--- src/rtl/cam_emu_pkg.sv ---
// Shared types for the camera sensor emulator: FSM states, pattern codes and
// the mapping from a frame line index to the frame-timing state.
package cam_emu_pkg;

  typedef enum logic [2:0] {
    IDLE   = 3'd0,
    VSYNC  = 3'd1,
    VBACK  = 3'd2,
    ACTIVE = 3'd3,
    VFRONT = 3'd4
  } state_e;

  localparam logic [1:0] PAT_HRAMP = 2'd0;
  localparam logic [1:0] PAT_VRAMP = 2'd1;
  localparam logic [1:0] PAT_CHECK = 2'd2;
  localparam logic [1:0] PAT_MOVE  = 2'd3;

  // Timing state that owns line ln of a frame.
  function automatic state_e line_state(input int ln, input int vs, input int vb, input int va);
    if (ln < vs) return VSYNC;
    if (ln < vs + vb) return VBACK;
    if (ln < vs + vb + va) return ACTIVE;
    return VFRONT;
  endfunction

endpackage

--- src/rtl/cam_emu_pattern.sv ---
// Combinational test-pattern generator; the parent registers the result on
// the pixel-clock falling edge.
module cam_emu_pattern
  import cam_emu_pkg::*;
(
  input  logic [1:0] pat_i,
  input  logic [7:0] x_i,
  input  logic [7:0] aln_i,
  input  logic [7:0] fcnt_i,
  output logic [7:0] y_o
);

  always_comb begin
    y_o = 8'h00;
    case (pat_i)
      PAT_HRAMP: y_o = x_i;
      PAT_VRAMP: y_o = aln_i;
      PAT_CHECK: y_o = {8{x_i[3] ^ aln_i[3]}};
      PAT_MOVE:  y_o = x_i + aln_i + fcnt_i;
      default:   y_o = 8'h00;
    endcase
  end

endmodule

--- src/rtl/cam_sensor_emu.sv ---
// Camera sensor emulator: drives pclk, hsync/vsync frame timing and test-pattern
// pixel data on the 8-bit parallel camera interface.
module cam_sensor_emu
  import cam_emu_pkg::*;
#(
  parameter int H_ACTIVE    = 160,
  parameter int H_BLANK     = 32,
  parameter int V_ACTIVE    = 120,
  parameter int VSYNC_LINES = 2,
  parameter int V_BACK      = 4,
  parameter int V_FRONT     = 4,
  parameter int PCLK_DIV    = 4
) (
  input  logic        clk_i,
  input  logic        reset_n,
  input  logic        cam_rst_n_i,
  input  logic        cam_enb_i,
  input  logic [1:0]  pattern_i,
  output logic [7:0]  cam_y,
  output logic        cam_pclk,
  output logic        cam_hsync,
  output logic        cam_vsync,
  output logic [15:0] frame_cnt,
  output logic        frame_done,
  output state_e      dbg_state_o
);

  localparam int H_TOTAL = H_ACTIVE + H_BLANK;
  localparam int V_TOTAL = VSYNC_LINES + V_BACK + V_ACTIVE + V_FRONT;
  localparam int DW = $clog2(PCLK_DIV);
  localparam int XW = (H_TOTAL > 1) ? $clog2(H_TOTAL) : 1;
  localparam int LW = (V_TOTAL > 1) ? $clog2(V_TOTAL) : 1;
  localparam logic [DW-1:0] DIV_LAST = DW'(PCLK_DIV - 1);
  localparam logic [DW-1:0] DIV_HALF = DW'(PCLK_DIV / 2);
  localparam logic [XW-1:0] X_LAST   = XW'(H_TOTAL - 1);
  localparam logic [LW-1:0] L_LAST   = LW'(V_TOTAL - 1);
  localparam logic [LW-1:0] L_ACT    = LW'(VSYNC_LINES + V_BACK);

  logic [DW-1:0] div_cnt_q, div_cnt_d;
  logic          pclk_q;
  state_e        state_q, state_d;
  logic [XW-1:0] x_q, x_d;
  logic [LW-1:0] ln_q, ln_d, ln_inc, aln_d;
  logic [1:0]    pat_q, pat_d;
  logic [15:0]   frame_cnt_q, frame_cnt_d;
  logic          frame_done_q, frame_done_d;
  logic [7:0]    y_q, y_d, pat_y;
  logic          hsync_q, hsync_d, vsync_q, vsync_d;
  logic          tick, rst;

  // Either the system reset or the capture side's soft reset clears everything.
  assign rst    = !reset_n || !cam_rst_n_i;
  assign tick   = (div_cnt_q == DIV_LAST);
  assign ln_inc = ln_q + LW'(1);
  assign aln_d  = ln_d - L_ACT;

  cam_emu_pattern u_pattern (
    .pat_i  (pat_d),
    .x_i    (8'(x_d)),
    .aln_i  (8'(aln_d)),
    .fcnt_i (frame_cnt_d[7:0]),
    .y_o    (pat_y)
  );

  always_comb begin
    div_cnt_d    = tick ? '0 : div_cnt_q + DW'(1);
    state_d      = state_q;
    x_d          = x_q;
    ln_d         = ln_q;
    pat_d        = pat_q;
    frame_cnt_d  = frame_cnt_q;
    frame_done_d = 1'b0;
    if (tick) begin
      if (state_q == IDLE) begin
        if (!cam_enb_i) begin
          state_d = VSYNC;
          x_d     = '0;
          ln_d    = '0;
          pat_d   = pattern_i;
        end
      end else if (x_q != X_LAST) begin
        x_d = x_q + XW'(1);
      end else begin
        x_d = '0;
        if (ln_q != L_LAST) begin
          ln_d    = ln_inc;
          state_d = line_state(int'(ln_inc), VSYNC_LINES, V_BACK, V_ACTIVE);
        end else begin
          // Standby is honoured only here, at the frame boundary.
          ln_d         = '0;
          frame_cnt_d  = frame_cnt_q + 16'd1;
          frame_done_d = 1'b1;
          if (cam_enb_i) begin
            state_d = IDLE;
          end else begin
            state_d = VSYNC;
            pat_d   = pattern_i;
          end
        end
      end
    end
  end

  // Interface outputs describe the position being entered and change only on ticks.
  always_comb begin
    vsync_d = vsync_q;
    hsync_d = hsync_q;
    y_d     = y_q;
    if (tick) begin
      vsync_d = (state_d == VSYNC);
      hsync_d = (state_d == ACTIVE) && (int'(x_d) < H_ACTIVE);
      y_d     = hsync_d ? pat_y : 8'h00;
    end
  end

  always_ff @(posedge clk_i) begin
    if (rst) begin
      div_cnt_q    <= '0;
      pclk_q       <= 1'b0;
      state_q      <= IDLE;
      x_q          <= '0;
      ln_q         <= '0;
      pat_q        <= PAT_HRAMP;
      frame_cnt_q  <= 16'd0;
      frame_done_q <= 1'b0;
      y_q          <= 8'h00;
      hsync_q      <= 1'b0;
      vsync_q      <= 1'b0;
    end else begin
      div_cnt_q    <= div_cnt_d;
      pclk_q       <= (div_cnt_d >= DIV_HALF);
      state_q      <= state_d;
      x_q          <= x_d;
      ln_q         <= ln_d;
      pat_q        <= pat_d;
      frame_cnt_q  <= frame_cnt_d;
      frame_done_q <= frame_done_d;
      y_q          <= y_d;
      hsync_q      <= hsync_d;
      vsync_q      <= vsync_d;
    end
  end

  assign cam_y       = y_q;
  assign cam_pclk    = pclk_q;
  assign cam_hsync   = hsync_q;
  assign cam_vsync   = vsync_q;
  assign frame_cnt   = frame_cnt_q;
  assign frame_done  = frame_done_q;
  assign dbg_state_o = state_q;

endmodule

--- config.mk ---
export PLATFORM = sky130hd
export DESIGN_NAME = cam_sensor_emu
export DESIGN_NICKNAME = d
export VERILOG_FILES = /design/src/rtl/cam_emu_pkg.sv /design/src/rtl/cam_emu_pattern.sv /design/src/rtl/cam_sensor_emu.sv
export SDC_FILE = /design/constraint.sdc
export NUM_CORES = 1
export LEC_CHECK = 0
export CAP_MARGIN = 20
export CORE_MARGIN = 1.5
export CORE_UTILIZATION = 35
export DETAILED_ROUTE_END_ITERATION = 7
export GPL_ROUTABILITY_DRIVEN = 0
export MAX_ROUTING_LAYER = met4
export PLACE_DENSITY = 0.57
export SKIP_LAST_GASP = 1
export SLEW_MARGIN = 25
export SYNTH_ARGS = -nofsm -noshare
export SYNTH_HDL_FRONTEND = slang
export SYNTH_HIERARCHICAL = 1
export SYNTH_SLANG_ARGS = --single-unit
--- constraint.sdc ---
create_clock -name clk_i -period 7.1 [get_ports clk_i]
set_input_delay 0.71 -clock clk_i [delete_from_list [all_inputs] [get_ports clk_i]]
set_output_delay 0.71 -clock clk_i [all_outputs]
set_load 0.02 [all_outputs]
==> results of run 1 <==
==> layout by cell type, fill, tap and decap left out, drive strengths merged, types with 4 or more instances in the layout <==
cell type	Yosys	routed
o21ai	30	30
mux4	5	5
nand4	6	6
o31ai	11	11
inv	15	15
o211ai	5	5
clkbuf	6	6
or2	4	4
fa	8	8
mux2i	4	4
nand2	46	46
nor4	7	7
a21oi	20	20
xnor2	11	11
nand3	9	9
nor3	8	8
nor2	29	29
dfxtp	50	50
a211o	4	4
xor2	6	6
ha	13	13
and3	6	6
clkdlybuf4s50	0	36
a211oi	4	4
and2	22	22
or3	5	5
==> critical path, cell delays in order, from the launching register on <==
cell,delay [ns]
dfxtp_1,0.60
ha_1,0.23
nand4bb_1,0.22
o21a_1,0.31
nand2_2,0.15
nor2_1,0.08
a21oi_2,0.22
inv_2,0.10
ha_1,0.22
a2111o_1,0.33
nor2_1,0.13
xnor2_1,0.20
fa_1,0.47
ha_1,0.36
o21ai_2,0.08
a21oi_2,0.14
o22ai_2,0.10
xnor2_1,0.12
mux4_2,0.43
o21ai_0,0.09
o31ai_1,0.08
==> power by group <==
group | switching [uW] | internal (uW) | total (uW)
sequential | 0.327 | 281 | 281
clock | 102 | 105 | 207
combinational | 7.90 | 4.45 | 12.3
total | 110 | 391 | 500
==> sequential cells by signal (all words and copies together), names as in the netlist <==
| name | flops |
|---|---|
| cam_hsync | 1 |
| cam_vsync | 1 |
| cam_y | 8 |
| dbg_state_o | 3 |
| div_cnt_q | 2 |
| frame_cnt | 16 |
| frame_done | 1 |
| ln_q | 8 |
| pat_q | 2 |
| x_q | 8 |
==> kinds of logic after synthesis <==
family | count (synthesis) | synth area share (%)
DFF | 50 | 28.6
buffers and inverters | 31 | 4.00
adders and majority gates | 21 | 9.22
muxes | 12 | 5.33
AOI/OAI and AO/OA | 112 | 24.2
xor gates and xnor gates | 17 | 4.25
and+or+nand+nor | 159 | 24.4
==> through the flow <==
stage                     hold WS [ns]  util, %  instances  setup slack, ns  total power (uW)
final                            0.433     41.8        564             2.33               500
after global routing             0.450     41.8        564             1.99               517
after CTS                        0.436     41.7        564             2.35               506
after detailed placement         0.417     40.6        556             2.10               300
after global placement           0.415     40.6        556             2.16               300
after floorplan                  0.402        -        402             2.89               294
==> layout make-up <==
| cell class | count | share of cell area, % |
|---|---|---|
| clock buffers | 6 | 1.78 |
| clock inverters | 2 | 0.923 |
| inverters | 15 | 1.38 |
| multi-input cells | 321 | 58.2 |
| flip-flops and latches | 50 | 24.6 |
| well taps | 133 | 4.09 |
| repair buffers | 37 | 9.05 |
==> worst max path at each step <==
stage                     to      startpoint
global placement    cam_y[7]       cam_enb_i
finish              cam_y[7]         ln_q[0]
global route        cam_y[7]         ln_q[0]
floorplan           cam_y[7]  dbg_state_o[0]
detailed placement  cam_y[7]       cam_enb_i
CTS                 cam_y[7]         ln_q[0]
==> metal layers <==
layer | vias to the layer above | routed length (um) | GRT usage, %
met5 | - | 0 | -
met4 | 0 | 198 | 6.24
met3 | 14 | 441 | 2.98
met1 | 1502 | 4260 | 24.3
met2 | 101 | 4490 | 31.9
li1 | 1537 | - | -
==> out/summary.md, run 1 <==
The flow ran to the end, and the final reports show no timing, DRC or antenna violations. The worst hold path depth came out at 1. The number of enable-type register cells in the synthesized netlist came out at 0. By startpoint and endpoint, the worst setup path is classified as reg2reg. The final net count was 457; the number of cells traversed by the worst register-to-register path was 20. STA puts the critical path data arrival time at 4.95 ns.

Across the run, the number of max-cap violations was 0. The tools report the critical path endpoint category as a flop. The leftover overflow at the end of global routing is 0, and the placed cell area is 3950 sq um. Worst-case hold path end point: div_cnt_q[0].

The detail route stage leaves a number of antenna-violating nets equal to 0. For the final routed database, the setup TNS stands at 0 ns. The clock passes through at most 2 buffers. The tools report the worst IR drop on VDD as 0.0847 mV. The layout has 1018 filler cells. During synthesis, Yosys emitted a total of 6 warnings. The number of detailed-routing iterations run before antenna repair came out at 5. TritonCTS built the clock tree. The multi-input combinational cells in the finished layout cover a total of 2360 sq um. The number of clock buffers added by TritonCTS is 5.

After clock tree synthesis, the clock-pin slew on the worst setup and hold paths is 0.10 ns. The final number of hold-violating endpoints came out at 0. The run gives 0 as the final-report max-slew violation count. The run gives 0.00146 uW as the static power due to leakage. Yosys attributes the largest share of cell area to dfxtp_1 29%, nand2_1 4.8%, ha_1 4.6%. The proportion of layout cells with a drive suffix above 1 came out at 8.82%.

Post-synthesis average cell area: 8.71 sq um. Setup repair after global routing left no endpoint under its margin. Port buffering added 36 buffers. The detailed router finished its first iteration with 279 violations.

The end of the worst register-to-register path is cam_y[7]. Across the whole layout, storage elements account for 1000 sq um. The tools report the overall die area as 10600 sq um.

Measured along the y axis, the die boundary spans 103 um. The worst setup path is launched from a flop. The final critical path takes up 67.2% of the cycle.

The commonest cells after synthesis are 50 x dfxtp_1, 45 x nand2_1, 29 x nor2_1. The share of flip-flops with an asynchronous set or reset was 0%; the boundary pin count was 37. The initial antenna violation count was 0. CTS placed an instance of clkbuf_8 at the clock tree root.

For this block, the via count after detailed routing is 3154. Largest fanout on the critical path: 12. The tree built by TritonCTS fans out to 50 sinks.

The clock arrives with 0.00612 ns of skew. The clock tree synthesis step divided the H-tree into 2 levels. The repair_antennas step left the layout with diodes totalling 0. From left edge to right edge, the die measures 103 um. The clock period minus final worst setup slack works out to 4.77 ns. The path class of the tightest hold or removal check is reg2reg. Global routing used 19.4% of the available tracks across all layers. Of the post-synthesis cell area, the dominant cell type holds 28.6%.

Detailed-route wire length per cell: 16.6 um. Summed over all nets, the half-perimeter wirelength after detailed placement is 7040 um. The count of distinct cell types in the synthesized netlist came out at 78. The startpoint identified for the worst hold timing path is div_cnt_q[0]. The synthesized netlist occupies a cell area of 3500 sq um. Headroom to the max-slew limit came out at 41.3%. The predominant post-synthesis flop cell is dfxtp_1. The wire length of the first global-routing pass came out at 15300 um. The achievable frequency is 0.210 GHz. From synthesis to final layout, the design area changed by 16.2%.

For this design the ratio of total power to cell area is 123 nW/um^2. The run gives 9730 sq um as the area of the core. The number of nets in the synthesized netlist is 429. The logs give 28.6% for the sequential element share of the synthesized area and 26 for the largest net degree at the start of global routing. The clock reaches the later pin of the worst-skew pair after 0.31 ns. For the pin with the worst max-slew slack, the measured transition is 0.881 ns. Library cell occupying the most area in the post-synthesis netlist: dfxtp_1. The number of vias per cell after detailed routing was 5.59; the via count of the first global-routing pass was 3017. The area of all placed cells without fillers came out at 4070 sq um. At the worst endpoint, the required time is 7.28 ns. The tools report the quantity of gates resized following cts as 0. Counting flops and latches in the post-synthesis netlist gives 50. Row generation in the floorplan step produced 36 rows. Setup slack on the worst reg-to-reg path comes out at 2.33 ns. Setup violations remaining at the end of the flow were counted as 0. After technology mapping, the gate count stands at 402. Most used standard cell by instance count after synthesis: dfxtp_1. For the number of design rule violations left after detail routing, the log shows 0. The starting density of the core was 36.0%. Once the clock tree was built, the setup fixing pass inserted 0 buffers.

The startpoint of the worst-slack reg-to-reg timing path was ln_q[0]. Summed over all layers, the routed wires come to 9380 um. The number of hold buffers added after CTS was 0.
(Power assumes the default switching activity.)
==> run 2, diff against run 1 <==
==> constraint.sdc (replaced) <==
create_clock -name clk_i -period 4.4 [get_ports clk_i]
set_input_delay 0.44 -clock clk_i [delete_from_list [all_inputs] [get_ports clk_i]]
set_output_delay 0.44 -clock clk_i [all_outputs]
set_load 0.02 [all_outputs]
==> out/summary.md, run 2 (synthesis gave the netlist of run 1 again) <==
The logs give 0.441 ns (+0.00825 ns) for the worst hold slack and 579 (+4.1%) for the number of instances in the placed design. The number of port buffers is 36 (unchanged), and the max-cap violation count is 0 (unchanged). The number of buffers added by the clock tree synthesis step is 5 (unchanged), and the number of violations reported at the end of detailed-routing iteration 0 is 278 (-0.36%). The die extent in x was 103 um (unchanged). The top cell types in the final layout, fill and taps aside, are 49 x dfxtp_1, 45 x nand2_1, 36 x clkdlybuf4s50_1, 29 x nor2_1, 25 x buf_4.

Measured slew at the worst slew-check pin: 0.881 ns (+0.0000440 ns). The largest net degree at the start of global routing was 26 (unchanged). The accumulated negative setup slack was 0 ns (unchanged); the static power due to leakage was 0.00159 uW (+9.2%).

The number of detailed-routing iterations run before antenna repair is 5 (unchanged). The critical path in this run is classified as reg2reg. The final antenna-violating net count was 0 (unchanged). The flow ran to the end, and the final reports show no timing, DRC or antenna violations. The number of inserted diodes was 0 (unchanged). The clock transition at the register clock pins on the worst setup and hold paths after CTS came out at 0.10 ns (about the same).

The register-to-register setup slack was 0.16 ns (-2.17 ns). The library cell used most frequently in the layout, excluding fill and tap cells, is dfxtp_1. The wire length on met1 is 4560 um (+7.1%). The overall die height is 103 um (unchanged). The tools report the cts-stage hold buffer count as 0 (unchanged).

After detailed routing, no signal wire sits above met4. STA classifies the critical path endpoint as a flop. The number of buffers between clock root and the deepest sink was 2 (unchanged).

The logs give 50 (unchanged) for the number of clock sinks and 9730 sq um (unchanged) for the area of the core. The tools report the achievable frequency as 0.236 GHz (+13%). For the aggregate routed wire length, the log shows 9880 um (+5.3%). The amount of wire on met3 after detailed routing was 567 um (+29%); the length of routed met2 wiring was 4510 um (+0.62%). The number of vias per cell after detailed routing came out at 5.62 (+0.54%). The overall fraction of global-route tracks in use is 20.2% (+0.84 points), and the proportion of layout cells with a drive suffix above 1 is 16.7% (+7.9 points).

The period utilization is 96.3% (+29 points). The logs give 0 (unchanged) for the initial antenna violation count and 588 (+4.3%) for the number of standard cells in the layout, taps in and fillers out. The number of H-tree branching levels is 2 (unchanged). The tools report the wire length of the first global-routing pass as 16100 um (+5.1%).

The min-delay analysis places its worst path in the category reg2reg. The number of design rule violations left after detail routing was 0 (unchanged). The tree is rooted in a clkbuf_8. The tools report the starting density of the core as 36.0% (unchanged). The required arrival time at the worst endpoint was 4.58 ns (-2.70 ns); the number of setup violations in the final report was 0 (unchanged). The critical path data arrival time was 4.42 ns (-0.53 ns). The flip-flop count of the largest register after layout is 16 (unchanged). The detailed-route wire length per cell was 16.8 um (+1.0%). The tools report the final-report max-slew violation count as 0 (unchanged). Overall die area: 10600 sq um (unchanged). The tools report the final net count as 481 (+5.3%). The boundary pin count was 37 (unchanged).

The logs give 0.175 mV (+110%) for the worst IR drop on VDD and 36 (unchanged) for the row count. The worst slew margin relative to its limit is 41.3% (about the same), and the power density over the cells is 190 nW/um^2 (+54%). The clock period minus final worst setup slack works out to 4.24 ns (-0.531 ns).

TritonCTS built the clock tree. The final number of hold-violating endpoints came out at 0 (unchanged). The worst setup path is launched from a flop. For the via count of the first global-routing pass, the log shows 3113 (+3.2%).

From synthesis to final layout, the design area changed by 23.2%. The run gives 3306 (+4.8%) as the routed via count. The largest fanout on the critical path was 5 (-7); the leftover overflow at the end of global routing was 0 (unchanged). The setup skew after layout is 0.00916 ns (+0.00304 ns), and the HPWL after detailed placement is 7380 um (+4.8%).

The run gives 0.31 ns (about the same) as the clock network latency to the later pin of the worst-skew pair.
-- run 2: changes by cell type in the layout (fill, tap and decap cells not counted), sizes merged --
cell	change
clkinvlp	-1
buf	+24
inv	+1
clkbuf	-1
clkinv	+1
-- run 2: where the power goes --
part | total [uW] | leakage (uW) | internal, uW | switching, uW
logic | 21.6 | 0.00113 | 8.20 | 13.4
registers | 454 | 0.000403 | 453 | 0.570
clock network | 344 | 0.0000585 | 171 | 173
total | 819 | 0.00159 | 632 | 187
-- run 2: final timing paths --
kind                     start            to  cells after the start
setup reg to reg       ln_q[4]      cam_y[7]                     19
hold / removal    div_cnt_q[0]  div_cnt_q[0]                      1
hold reg to reg   div_cnt_q[0]  div_cnt_q[0]                      1
setup / recovery       ln_q[4]      cam_y[7]                     19
-- run 2: critical path, stage by stage (launching register included) --
cell	delay, ns
dfxtp_1	0.36
or3_4	0.43
o21a_2	0.26
nand2_2	0.08
nor2_1	0.05
a21oi_2	0.14
inv_2	0.08
ha_1	0.22
a2111o_1	0.30
nor2_1	0.17
xnor2_2	0.11
fa_1	0.56
ha_4	0.32
o21ai_2	0.06
a21oi_2	0.13
o22ai_2	0.10
xnor2_1	0.13
mux4_2	0.44
o21ai_0	0.09
o31ai_1	0.08
-- run 2: stage by stage --
| step | util (%) | cell area [sq um] | total power (uW) | setup WS [ns] |
|---|---|---|---|---|
| after floorplan | - | 3500 | 475 | 0.187 |
| after global placement | 42.4 | 4120 | 486 | 0.148 |
| after detailed placement | 42.4 | 4120 | 486 | 0.0844 |
| after CTS | 43.5 | 4240 | 828 | 0.111 |
| after global routing | 44.3 | 4310 | 849 | -0.0258 |
| final | 44.3 | 4310 | 819 | 0.161 |
-- run 2: what timing repair did --
item	CTS	global route
setup endpoints to repair	0	4
gates resized for setup	0	14
buffers inserted	0	1
-- run 2: cell type report --
cell class              count  area (sq um)
clock inverters             3          43.8
fillers                   986          5420
well taps                 133           166
multi-input cells         321          2430
repair buffers             61           548
flip-flops and latches     50          1000
inverters                  15          56.3
clock buffers               5          68.8
-- run 2: routing by layer --
metal / track usage [%] / vias to the layer above
li1: - / 1580
met4: 6.24 / 0
met5: - / -
met2: 31.9 / 139
met1: 26.9 / 1568
met3: 2.64 / 19
==> variant 1 (settings of run 2) <==
Add an input register stage for `cam_enb_i` and `pattern_i`; this delays them by one clock.
--- a/src/rtl/cam_sensor_emu.sv
+++ b/src/rtl/cam_sensor_emu.sv
@@ -36,6 +36,14 @@
   localparam logic [LW-1:0] L_LAST   = LW'(V_TOTAL - 1);
   localparam logic [LW-1:0] L_ACT    = LW'(VSYNC_LINES + V_BACK);
 
+  logic cam_enb_q;
+  logic [1:0] pattern_q;
+
+  always_ff @(posedge clk_i) begin
+    cam_enb_q <= cam_enb_i;
+    pattern_q <= pattern_i;
+  end
+
   logic [DW-1:0] div_cnt_q, div_cnt_d;
   logic          pclk_q;
   state_e        state_q, state_d;
@@ -72,11 +80,11 @@
     frame_done_d = 1'b0;
     if (tick) begin
       if (state_q == IDLE) begin
-        if (!cam_enb_i) begin
+        if (!cam_enb_q) begin
           state_d = VSYNC;
           x_d     = '0;
           ln_d    = '0;
-          pat_d   = pattern_i;
+          pat_d   = pattern_q;
         end
       end else if (x_q != X_LAST) begin
         x_d = x_q + XW'(1);
@@ -90,11 +98,11 @@
           ln_d         = '0;
           frame_cnt_d  = frame_cnt_q + 16'd1;
           frame_done_d = 1'b1;
-          if (cam_enb_i) begin
+          if (cam_enb_q) begin
             state_d = IDLE;
           end else begin
             state_d = VSYNC;
-            pat_d   = pattern_i;
+            pat_d   = pattern_q;
           end
         end
       end
Behaviour: not the same (a bounded check fails within 10 cycles, from zero or initial values).
==> variant 1 against run 2 <==
Critical path depth shrank 2. Synthesized area grew 1.3%. Global-route usage shrank 1.4 points. Combinational power shrank 5%. Setup slack lost 0.013 ns. Wire length grew 0.10%. Sequential share of layout area grew 0.68 points. Die area grew 1.2%. Total power grew 4.1%. Synthesized cell count grew 4.7%. Count of clock-buffer cells in the layout is the same. Cell area grew 3.0%. Clock power grew 1%. Sequential cell count grew 3. Critical path type unchanged.
==> variant 1: results (changes against run 2) <==
Fin crit share: 96.6% (+0.29 points)
Slowest CP cell: or4b_4
R2R cell count: 17 (-2)
Leak: 1.57 nW (-1.1%)
Clock Sinks: 53 (+6.0%)
Vias per cell: 5.49 (-2.4%)
Clock buf/inv share: 2.62% (+0.0095 points)
Fillers: 1,008 (+2.2%)
DR WL/cell: 16.2 µm (-3.7%)
Worst setup startpoint: ln_q[1]
Rel. slew slack: 44.3% (+3.0 points)
VDD IR max: 132 µV (-24%)
Placed cell area: 0.00421 mm² (+2.1%)
Placed cell count: 602 (+4.0%)
Multi-input gate count: 333 (+3.7%)
Synth cell types: 57 (-27%)
Worst-path fanout max: 6 (+1)
Syn nets: 448 (+4.4%)
Crit path DAT: 4.45 ns (+0.03 ns)
Area contributors post-synth: dfxtp_1 (30%), o21ai_0 (4.8%), ha_1 (4.6%), fa_1 (4.5%), xnor2_1 (4.4%)
Bufs w/o clock: 67 (+9.8%)
Final hold slack: 0.438 ns (-0.00307 ns)
Final instance area: 0.00444 mm² (+3.0%)
Finished Layout Cells: 611 (+3.9%)
Signal buf overhead: 13.4% (+0.73 points)
Status: finished clean
Nonclk inv count: 17 (+2)
Logic pwr share: 2.4% (-0.2 points)
Finished Core Util: 45.2% (+0.89 points)
Fraction of area in multi-input gates: 54.8% (-1.4 points)
Hpwl dp: 7490 µm (+1.5%)
Seq/Total Area, Yosys: 29.9% (+1.3 points)
Vias in the first global route: 3,089 (-0.77%)
Fraction of layout cells with a size suffix above 1: 15.3% (-1.4 points)
==> variant 1: layer usage <==
| metal | global-route usage, % | vias to the layer above | wire, µm |
|---|---|---|---|
| met5 | - | - | 0 |
| li1 | - | 1642 | - |
| met1 | 26.0 | 1587 | 4660 |
| met4 | 4.27 | 0 | 167 |
| met2 | 28.4 | 110 | 4490 |
| met3 | 3.52 | 14 | 569 |
==> variant 1: repair_timing <==
action,CTS,global route
buffers inserted,0,1
resized for setup,1,21
endpoints found under the setup margin,1,3
pin swaps,0,8
==> variant 1: logic make-up after synthesis <==
group                    Yosys count  synth area share (%)
AO/OA/AOI/OAI                    100                  18.9
XOR/XNOR                          27                  6.67
adder cells (fa/ha/maj)           21                  9.11
buffers and inverters             35                  4.27
flip-flops                        53                  29.9
multiplexers                      12                  5.26
AND/OR/NAND/NOR                  173                  25.9
==> variant 2 (config.mk and constraints of run 2) <==
Made on the original files. The parameter `PCLK_DIV` goes from 4 to 8.
--- a/src/rtl/cam_sensor_emu.sv
+++ b/src/rtl/cam_sensor_emu.sv
@@ -9,7 +9,7 @@
   parameter int VSYNC_LINES = 2,
   parameter int V_BACK      = 4,
   parameter int V_FRONT     = 4,
-  parameter int PCLK_DIV    = 4
+  parameter int PCLK_DIV    = 8
 ) (
   input  logic        clk_i,
   input  logic        reset_n,
Check against the original RTL: not equivalent (a bounded check fails within 4 cycles, from zero or initial values).
==> variant 2 against run 2 <==
Wire length shrank 9.1%. Cell area fell by 0.38%. Global-route usage is 1.3 points lower. Synthesized area shrank 0.61%. Setup slack worse by 0.038 ns. Total power rose by 2.4%. Sequential cell count grew 1. Clock power grew 5%.
==> variant 2: results (changes against run 2) <==
Worst-Skew Late Latency: 0.32 ns
First-pass GRT wire length: 14,900 µm (-7.5%)
VDD IR max: 131 µV (-25%)
Vias: 3,020 (-8.7%)
MaxCap Viol Count: 0 (unchanged)
Dpl ws: 0.0250 ns (-0.0594 ns)
Fraction of layout cells with a size suffix above 1: 20.9% (+4.1 points)
Worst-path fanout max: 4 (-1)
Diodes inserted: 0 (unchanged)
Vias in the first global route: 2,909 (-6.6%)
1st-iter DRT viols: 170 (-39%)
Placed cell area: 0.00414 mm² (+0.49%)
Drt pass-1 iters: 4 (-1)
Synth Area in Compound Gates: 18.6% (-5.6 points)
Post-synthesis adder-cell area fraction: 9.64% (+0.42 points)
Worst-Margin Slew: 0.844 ns (-0.0368 ns)
Synth cell count leaders: dfxtp_1 (51), nor2_1 (37), nand2_1 (28)
Syn nets: 415 (-3.3%)
Leak: 1.61 nW (+1.3%)
Final WL: 8980 µm (-9.1%)
Largest net degree at the start of global routing: 41 (+58%)
TritonCTS buffer count: 5 (unchanged)
FF+latch area: 0.00102 mm² (+2.0%)
Hpwl dp: 6930 µm (-6.0%)
Synth Area in XOR/XNOR: 6.04% (+1.8 points)
Global Route Usage Sum: 18.9% (-1.3 points)
Largest register FFs: 16 (unchanged)
Clk_skew: 0.0126 ns (+0.00343 ns)
Multiplexer share of the synthesized area: 5.36% (+0.033 points)
Seq/Total Area, Yosys: 29.3% (+0.75 points)
Status: finished clean
-- variant 2: cell count changes after synthesis, sizes merged, moves of 7 or more --
cell	run 2	this run
nor2	29	37
o31ai	11	3
nor2b	3	24
and2	22	6
nand2	46	29
a22o	2	9
-- variant 2: stage by stage --
stage | instances | TNS [ns]
6_report | 579 | 0
5_1_grt | 579 | -0.0968
4_1_cts | 579 | 0
3_5_place_dp | 571 | 0
3_3_place_gp | 571 | 0
2_1_floorplan | 387 | 0
-- variant 2: layout make-up --
class | instances | area share (%)
multi-input combinational | 305 | 54.5
tap | 133 | 3.87
timing repair buffer | 66 | 13.6
clock buffer | 6 | 1.92
sequential | 51 | 23.8
inverter | 16 | 1.40
clock inverter | 2 | 0.903
-- variant 2: repair_timing --
item                                    in CTS  in global routing
hold buffers                                 0                  0
resized for setup                            0                  9
hold endpoints to repair                     0                  0
endpoints found under the setup margin       0                  3
-- variant 2: where the power goes --
part / switching (mW) / leakage, nW / internal, mW
clock: 0.172 / 0.0618 / 0.187
combinational: 0.0107 / 1.14 / 0.00573
sequential: 0.000369 / 0.411 / 0.462
total: 0.183 / 1.61 / 0.655
-- variant 2: cells by family after synthesis --
group           count (synthesis)
xor+xnor                       24
buf+inv                        31
simple gates                  162
mux                            12
flops                          51
compound gates                 85
fa+ha+maj                      22
-- variant 2: final timing paths --
path	cells past startpoint	to	startpoint	slack [ns]
max	17	cam_y[7]	ln_q[1]	0.12
min reg2reg	1	div_cnt_q[0]	div_cnt_q[0]	0.43
min	1	div_cnt_q[0]	div_cnt_q[0]	0.43
max reg2reg	17	cam_y[7]	ln_q[1]	0.12
-- variant 2: critical path, cell delays in order (launching register included) --
cell and delay [ns]:
dfxtp_1 0.34, inv_1 0.04, ha_1 0.17, and4bb_2 0.26, a21o_1 0.20, or3_1 0.30, a31o_2 0.28, inv_1 0.08
ha_2 0.29, fa_1 0.54, inv_1 0.07, fa_2 0.40, nand2b_4 0.17, a21oi_4 0.15, o22ai_2 0.10, xnor2_1 0.13
mux4_2 0.45, a22o_2 0.23
-- variant 2: layer usage --
metal  global-route usage (%)  share of wire, %
met1                     24.1                48
met2                     30.6                46
met3                     2.37               2.8
met4                     7.17               2.7
met5                        -                 0
